--- src/rtl/piso_frame_tx.sv ---
// piso_frame_tx: framed parallel-in serial-out transmitter.
// Emits start, data LSB-first, optional even parity and stop bits.
module piso_frame_tx #(
  parameter int WIDTH     = 8,
  parameter int PARITY_EN = 1,
  parameter int BIT_TICKS = 1
) (
  input  logic             clk,
  input  logic             rst_n,
  input  logic [WIDTH-1:0] load_data,
  input  logic             load_valid,
  output logic             load_ready,
  output logic             d_out,
  output logic             busy,
  output logic             frame_done
);

  localparam int TW = $clog2(BIT_TICKS) + 1;
  localparam int BW = $clog2(WIDTH) + 1;
  localparam logic [TW-1:0] TLAST = TW'(BIT_TICKS - 1);
  localparam logic [BW-1:0] BLAST = BW'(WIDTH - 1);

  typedef enum logic [2:0] {
    IDLE,
    START,
    DATA,
    PARITY,
    STOP
  } state_t;

  state_t           state, state_n;
  logic [TW-1:0]    tick, tick_n;
  logic [BW-1:0]    bitc, bitc_n;
  logic [WIDTH-1:0] sh, sh_n;
  logic             par, par_n;
  logic             d_n, busy_n, done_n;
  logic             tick_last;

  assign tick_last  = (tick == TLAST);
  assign load_ready = rst_n && (state == IDLE);

  // State, datapath and registered outputs
  always_ff @(posedge clk or negedge rst_n) begin
    if (!rst_n) begin
      state      <= IDLE;
      tick       <= '0;
      bitc       <= '0;
      sh         <= '0;
      par        <= 1'b0;
      d_out      <= 1'b1;
      busy       <= 1'b0;
      frame_done <= 1'b0;
    end else begin
      state      <= state_n;
      tick       <= tick_n;
      bitc       <= bitc_n;
      sh         <= sh_n;
      par        <= par_n;
      d_out      <= d_n;
      busy       <= busy_n;
      frame_done <= done_n;
    end
  end

  // Next state; outputs derive from the next state so they are registered
  always_comb begin
    state_n = state;
    tick_n  = tick;
    bitc_n  = bitc;
    sh_n    = sh;
    par_n   = par;
    unique case (state)
      IDLE: begin
        if (load_valid) begin
          sh_n    = load_data;
          par_n   = ^load_data;
          tick_n  = '0;
          bitc_n  = '0;
          state_n = START;
        end
      end
      START: begin
        if (tick_last) begin
          tick_n  = '0;
          state_n = DATA;
        end else begin
          tick_n = tick + 1'b1;
        end
      end
      DATA: begin
        if (tick_last) begin
          tick_n = '0;
          sh_n   = sh >> 1;
          if (bitc == BLAST) begin
            bitc_n  = '0;
            state_n = (PARITY_EN != 0) ? PARITY : STOP;
          end else begin
            bitc_n = bitc + 1'b1;
          end
        end else begin
          tick_n = tick + 1'b1;
        end
      end
      PARITY: begin
        if (tick_last) begin
          tick_n  = '0;
          state_n = STOP;
        end else begin
          tick_n = tick + 1'b1;
        end
      end
      STOP: begin
        if (tick_last) begin
          tick_n  = '0;
          state_n = IDLE;
        end else begin
          tick_n = tick + 1'b1;
        end
      end
      default: state_n = IDLE;
    endcase

    d_n = 1'b1;
    unique case (state_n)
      START:   d_n = 1'b0;
      DATA:    d_n = sh_n[0];
      PARITY:  d_n = par_n;
      default: d_n = 1'b1;
    endcase
    busy_n = (state_n != IDLE);
    done_n = (state_n == STOP) && (tick_n == TLAST);
  end

endmodule

--- config.mk ---
export PLATFORM = sky130hd
export DESIGN_NAME = piso_frame_tx
export DESIGN_NICKNAME = d
export VERILOG_FILES = /design/src/rtl/piso_frame_tx.sv
export SDC_FILE = /design/constraint.sdc
export NUM_CORES = 1
export LEC_CHECK = 0
export CAP_MARGIN = 20
export CORE_ASPECT_RATIO = 0.7
export CORE_UTILIZATION = 57
export DETAILED_ROUTE_END_ITERATION = 8
export PLACE_DENSITY = 0.79
export SYNTH_ARGS = -nofsm -noshare
export SYNTH_HDL_FRONTEND = slang
export SYNTH_SLANG_ARGS = --single-unit
export TNS_END_PERCENT = 50
--- constraint.sdc ---
create_clock -name clk -period 4.49 [get_ports clk]
set_input_delay 0.449 -clock clk [delete_from_list [all_inputs] [get_ports clk]]
set_output_delay 0.449 -clock clk [all_outputs]
set_load 0.1 [all_outputs]
==> impl_metrics.py, run 1 <==
metrics = {
    "outcome": {
        "status": "complete, no violations",
    },
    "pwr": {
        "p_leak_nw": 0.5224,
        "peakVddDrop_mv": 0.5363,
        "power_density_nw_per_um2": 699.0,
    },
    "floorplanning": {
        "num_rows": 12,
        "core_area_um2": 1682,
        "pin_count": 15,
        "die-area_um2": 2075,
        "initial_core_util": 0.6421,
        "die_y_um": 38.42,
        "die_w_um": 54.02,
    },
    "route": {
        "drt-total-wl_um": 1961,
        "drt_iter0_markers": 21,
        "met1Wirelength_um": 1042,
        "routedWlPerCell_um": 14.74,
        "met3_length_um": 81,
        "vias": 756,
        "top_layer": "met4",
        "first_pass_iters": 4,
        "vias_per_cell": 5.684,
        "postRouteAntennaNets": 0,
        "drc": 0,
        "met2_length_um": 831,
    },
    "placement": {
        "post-place-ws_ns": 1.811,
        "dp_hpwl_um": 1468,
        "portBuffers": 14,
        "gp_congestion": 0.7128,
        "place_inst": 129,
    },
    "timing": {
        "drv_slew": 0,
        "setup_slack_ns": 2.094,
        "fmax_mhz": 417.4,
        "hold_viol": 0,
        "fin_crit_sh": 0.5336,
        "tns_ns": 0,
        "fin_skew_ns": 0.002346,
        "finalSetupViolCount": 0,
        "period_needed_ns": 2.396,
        "relSlewSlack": 0.3555,
        "tightest_slew_ns": 0.9638,
        "rsz0062_at_grt": "no",
        "worst_hold_slack_ns": 0.4782,
    },
    "grt": {
        "antenna_found_initial": 0,
        "grt_pass1_vias": 687,
        "grt_first_pass_wirelength_um": 3243,
        "grt_overflow_total": 0,
        "grt_max_degree": 22,
        "grt_util_all_layers": 0.2345,
    },
    "yosys": {
        "synth_edf_count": 0,
        "async_flop_share": 1.000,
        "ys_seq_area_frac": 0.4647,
        "synth_cells": 99,
        "synth_area_per_cell_um2": 10.91,
        "ys_ff_latch": 20,
        "yosysTopAreaCell": "dfrtp_1",
        "yosys_warnings": 0,
        "ys.flop_type": "dfrtp_1",
        "synth.distinct_cells": 38,
        "synth_top_cell_area_share": 0.4403,
        "synth_area_leaders": "dfrtp_1 (44%), xnor2_1 (6.5%), nand2_1 (6.3%)",
        "synth.cell_area_um2": 1080,
        "syn-num-nets": 111,
    },
    "worst_setup_path": {
        "crit_path_end_kind": "flop",
        "path_class": "primary input to flop",
        "worstSetupEndpoint": "d_out",
        "cp-startpoint": "load_valid",
        "reg2reg_to": "d_out",
        "crit_path_start_kind": "primary input",
        "critPathMaxFanout": 12,
        "arrival_ns": 2.62,
        "reg2reg_setup_slack_ns": 2.11,
        "reg2reg_depth": 4,
        "timing.rr.start": "state[2]",
        "required_ns": 4.71,
    },
    "layout": {
        "nets": 125,
        "fin_util": 0.7359,
        "drive_above_1_share": 0.1339,
        "multiInputGateArea_um2": 520.5,
        "syn_to_final_growth_pct": 14.60,
        "final_common_cell": "dfrtp_1",
        "finalNonFillerCells": 133,
        "nFillCells": 138,
        "diodes": 0,
        "final_cell_mix": "dfrtp_1 (19), nand2_1 (18), clkdlybuf4s50_1 (13), xnor2_1 (8), a22oi_1 (7)",
        "regArea_um2": 501.7,
    },
    "clocking": {
        "cts_setup_buffers": 0,
        "cts_hold_buf": 0,
        "clkLatencyLatePin_ns": 0.30,
        "ctsResizeCount": 0,
        "cts_max_level": 1,
        "root_buffer": "clkbuf_4",
        "cts_buffers": 3,
        "cts_tree": "yes",
        "clock_path_buffers": 2,
        "cts.sinks": 20,
        "clk_pin_slew_ns": 0.11,
    },
    "worst_hold_path": {
        "hold_path_class": "primary input to asynchronous set/reset pin",
    },
    "job": {
        "drv_cap": 0,
    },
}
worst min-delay path by stage:
| stage | slack (ns) | to | depth (start not counted) | start |
|---|---|---|---|---|
| detailed placement | 0.46 | sh[1] | 2 | sh[1] |
| floorplan | 0.15 | bitc[0] | 0 | rst_n |
| CTS | 0.48 | bitc[3] | 2 | rst_n |
| global route | 0.50 | state[2] | 2 | rst_n |
| global placement | 0.46 | sh[1] | 2 | sh[1] |
| finish | 0.48 | tick | 2 | rst_n |
layout make-up:
| type | instances | area share |
|---|---|---|
| clock buffers | 4 | 0.02932 |
| well taps | 21 | 0.02123 |
| repair buffers | 15 | 0.1173 |
| flip-flops and latches | 20 | 0.4055 |
| inverters | 2 | 0.006067 |
| multi-input cells | 71 | 0.4206 |
Yosys cell counts, types with 2 or more instances:
master,number
dfrtp_1,19
nand2_1,18
xnor2_1,8
a22oi_1,7
nor2_1,5
buf_6,3
a21boi_0,2
a21oi_1,2
a22o_1,2
a32o_1,2
inv_1,2
nor2b_1,2
o21ai_1,2
metrics by stage:
stage | power [mW] | area, µm²
global placement | 0.7492 | 1201
finish | 0.8650 | 1237
detailed placement | 0.7646 | 1201
CTS | 0.8693 | 1237
global route | 0.9288 | 1237
floorplan | 0.6909 | 1080
worst max-delay path, stage by stage:
cell and delay [ns]:
clkdlybuf4s50_1 0.53, nor4b_2 0.74, nor2_1 0.41, a21boi_0 0.38
a211oi_2 0.11
metal layers:
layer  vias to the layer above  track usage
li1                        380            -
met1                       359       0.3408
met2                        15       0.3364
met3                         2      0.08333
met4                         0      0.03846
met5                         -            0
state kept, by name, summed over array words and instances (netlist names):
signal      count
busy            1
tick            1
bitc            4
frame_done      1
sh              8
state           3
par             1
d_out           1
report_power, final:
part / leakage, nW / switching (mW) / internal, mW / total, mW
clock: 0.0210 / 0.0535 / 0.0495 / 0.103
sequential: 0.252 / 0.0687 / 0.257 / 0.326
combinational: 0.249 / 0.276 / 0.160 / 0.436
cells by family after synthesis:
group / Yosys count / synth area share
XOR/XNOR: 8 / 0.06489
flip-flops: 20 / 0.4647
AND/OR/NAND/NOR: 37 / 0.2016
AO/OA/AOI/OAI: 24 / 0.1947
buffers and inverters: 8 / 0.05330
multiplexers: 1 / 0.009270
adder cells (fa/ha/maj): 1 / 0.01159
Note: power is estimated with default switching activity, not from simulation.
==> inputs of run 2 (changes only) <==
- CORE_UTILIZATION: 57 -> 47
- PLACE_DENSITY: 0.79 -> 0.69
- clock period: 4.49 -> 2 ns (I/O delays scaled with it)
==> impl_metrics.py, run 2 (synthesis gave the netlist of run 1 again) <==
metrics = {
    "route": {
        "vias_per_cell": 5.349,
        "met1Wirelength_um": 997,
        "vias": 797,
        "drc": 0,
        "drt-total-wl_um": 1989,
        "met3_length_um": 81,
        "drt_iter0_markers": 12,
        "top_layer": "met4",
        "routedWlPerCell_um": 13.35,
        "met2_length_um": 872,
        "postRouteAntennaNets": 0,
        "first_pass_iters": 4,
    },
    "placement": {
        "post-place-ws_ns": 0.1675,
        "portBuffers": 14,
        "dp_hpwl_um": 1555,
        "gp_congestion": 0.7875,
        "place_inst": 145,
    },
    "grt": {
        "antenna_found_initial": 0,
        "grt_first_pass_wirelength_um": 3387,
        "grt_util_all_layers": 0.1848,
        "grt_max_degree": 21,
        "grt_pass1_vias": 735,
        "grt_overflow_total": 0,
    },
    "pwr": {
        "p_leak_nw": 0.5489,
        "p_total_mw": 1.971,
        "power_density_nw_per_um2": 1535,
        "peakVddDrop_mv": 0.6208,
    },
    "floorplanning": {
        "die_w_um": 59.29,
        "pin_count": 15,
        "num_rows": 14,
        "core_area_um2": 2155,
        "die_y_um": 42.10,
        "die-area_um2": 2496,
        "initial_core_util": 0.5012,
    },
    "clocking": {
        "cts_max_level": 1,
        "ctsResizeCount": 0,
        "clkLatencyLatePin_ns": 0.30,
        "clk_pin_slew_ns": 0.10,
        "cts_hold_buf": 0,
        "cts_buffers": 3,
        "clock_path_buffers": 2,
        "cts_tree": "yes",
        "cts.sinks": 20,
        "cts_setup_buffers": 0,
        "root_buffer": "clkbuf_4",
    },
    "layout": {
        "finalNonFillerCells": 149,
        "final_common_cell": "dfrtp_1",
        "nets": 130,
        "diodes": 0,
        "drive_above_1_share": 0.1880,
        "final_cell_mix": "dfrtp_1 (19), nand2_1 (18), clkdlybuf4s50_1 (10), buf_4 (9), xnor2_1 (8)",
        "largest_reg_flops": 8,
        "syn_to_final_growth_pct": 18.89,
        "largest_register": "sh",
        "nFillCells": 182,
        "reg_top3": "sh x8, bitc x4, state x3",
    },
    "timing": {
        "fin_crit_sh": 0.8678,
        "relSlewSlack": 0.7625,
        "hold_viol": 0,
        "fmax_mhz": 576.2,
        "setup_slack_ns": 0.2645,
        "period_needed_ns": 1.736,
        "tightest_slew_ns": 0.3547,
        "drv_slew": 0,
        "finalSetupViolCount": 0,
        "tns_ns": 0,
        "rsz0062_at_grt": "no",
        "fin_skew_ns": 0.003198,
    },
    "worst_setup_path": {
        "timing.rr.start": "state[0]",
        "required_ns": 2.22,
        "crit_path_end_kind": "flop",
        "critPathMaxFanout": 10,
        "cp-startpoint": "state[0]",
        "arrival_ns": 1.96,
        "reg2reg_depth": 4,
        "reg2reg_setup_slack_ns": 0.26,
        "path_class": "flop to flop",
        "reg2reg_to": "d_out",
        "worstSetupEndpoint": "d_out",
        "crit_path_start_kind": "flop",
    },
    "worst_hold_path": {
        "hold_path_class": "primary input to asynchronous set/reset pin",
    },
    "job": {
        "drv_cap": 0,
    },
    "outcome": {
        "status": "complete, no violations",
    },
}
## run 2: cell count changes in the layout (fill, tap and decap cells not counted)
cell             previous run  this run
clkbuf_1                    0         1
clkdlybuf4s50_1            13        10
buf_12                      0         1
buf_4                       2         9
clkbuf_8                    1         0
## run 2: metal layers
metal,up-vias,global-route usage
met3,7,0.06481
met2,10,0.2629
met4,0,0.06667
met5,-,0
li1,395,-
met1,385,0.2574
## run 2: cell type report
class / count / area, µm² / area share
well taps: 32 / 40.04 / 0.03119
multi-input cells: 71 / 520.5 / 0.4055
clock buffers: 4 / 26.28 / 0.02047
inverters: 2 / 7.507 / 0.005848
flip-flops and latches: 20 / 501.7 / 0.3908
repair buffers: 20 / 187.7 / 0.1462
## run 2: worst min path at each step
stage	from	end	slack, ns	cells past startpoint
global route	rst_n	sh[6]	0.31	2
finish	rst_n	tick	0.32	2
global placement	sh[1]	sh[1]	0.46	2
floorplan	rst_n	bitc[0]	-0.1	0
CTS	rst_n	sh[6]	0.31	2
detailed placement	sh[1]	sh[1]	0.46	2
## run 2: worst max-delay path, stage by stage (launching register included)
cell,delay (ns)
dfrtp_1,0.51
or4b_1,0.58
o221ai_2,0.25
nor3_1,0.10
a211oi_2,0.23
## run 2: report_power, final
group	internal, mW	leakage (nW)	switching (mW)	total, mW
sequential	0.579	0.252	0.139	0.717
clock	0.0777	0.0150	0.114	0.192
combinational	0.413	0.282	0.648	1.06
## run 2: through the flow
step                hold slack, ns  utilization  cell area [µm²]
floorplan                 -0.09559            -             1080
global placement            0.4585       0.5836             1257
detailed placement          0.4647       0.5836             1257
CTS                         0.3088       0.5958             1284
global route                0.3135       0.5958             1284
finish                      0.3168       0.5958             1284
==> inputs of run 3 (changes only) <==
- HOLD_SLACK_MARGIN: not set -> 0.03
==> results of run 3 <==
Same layout as run 2: the final DEF is identical, and so are final timing and power.
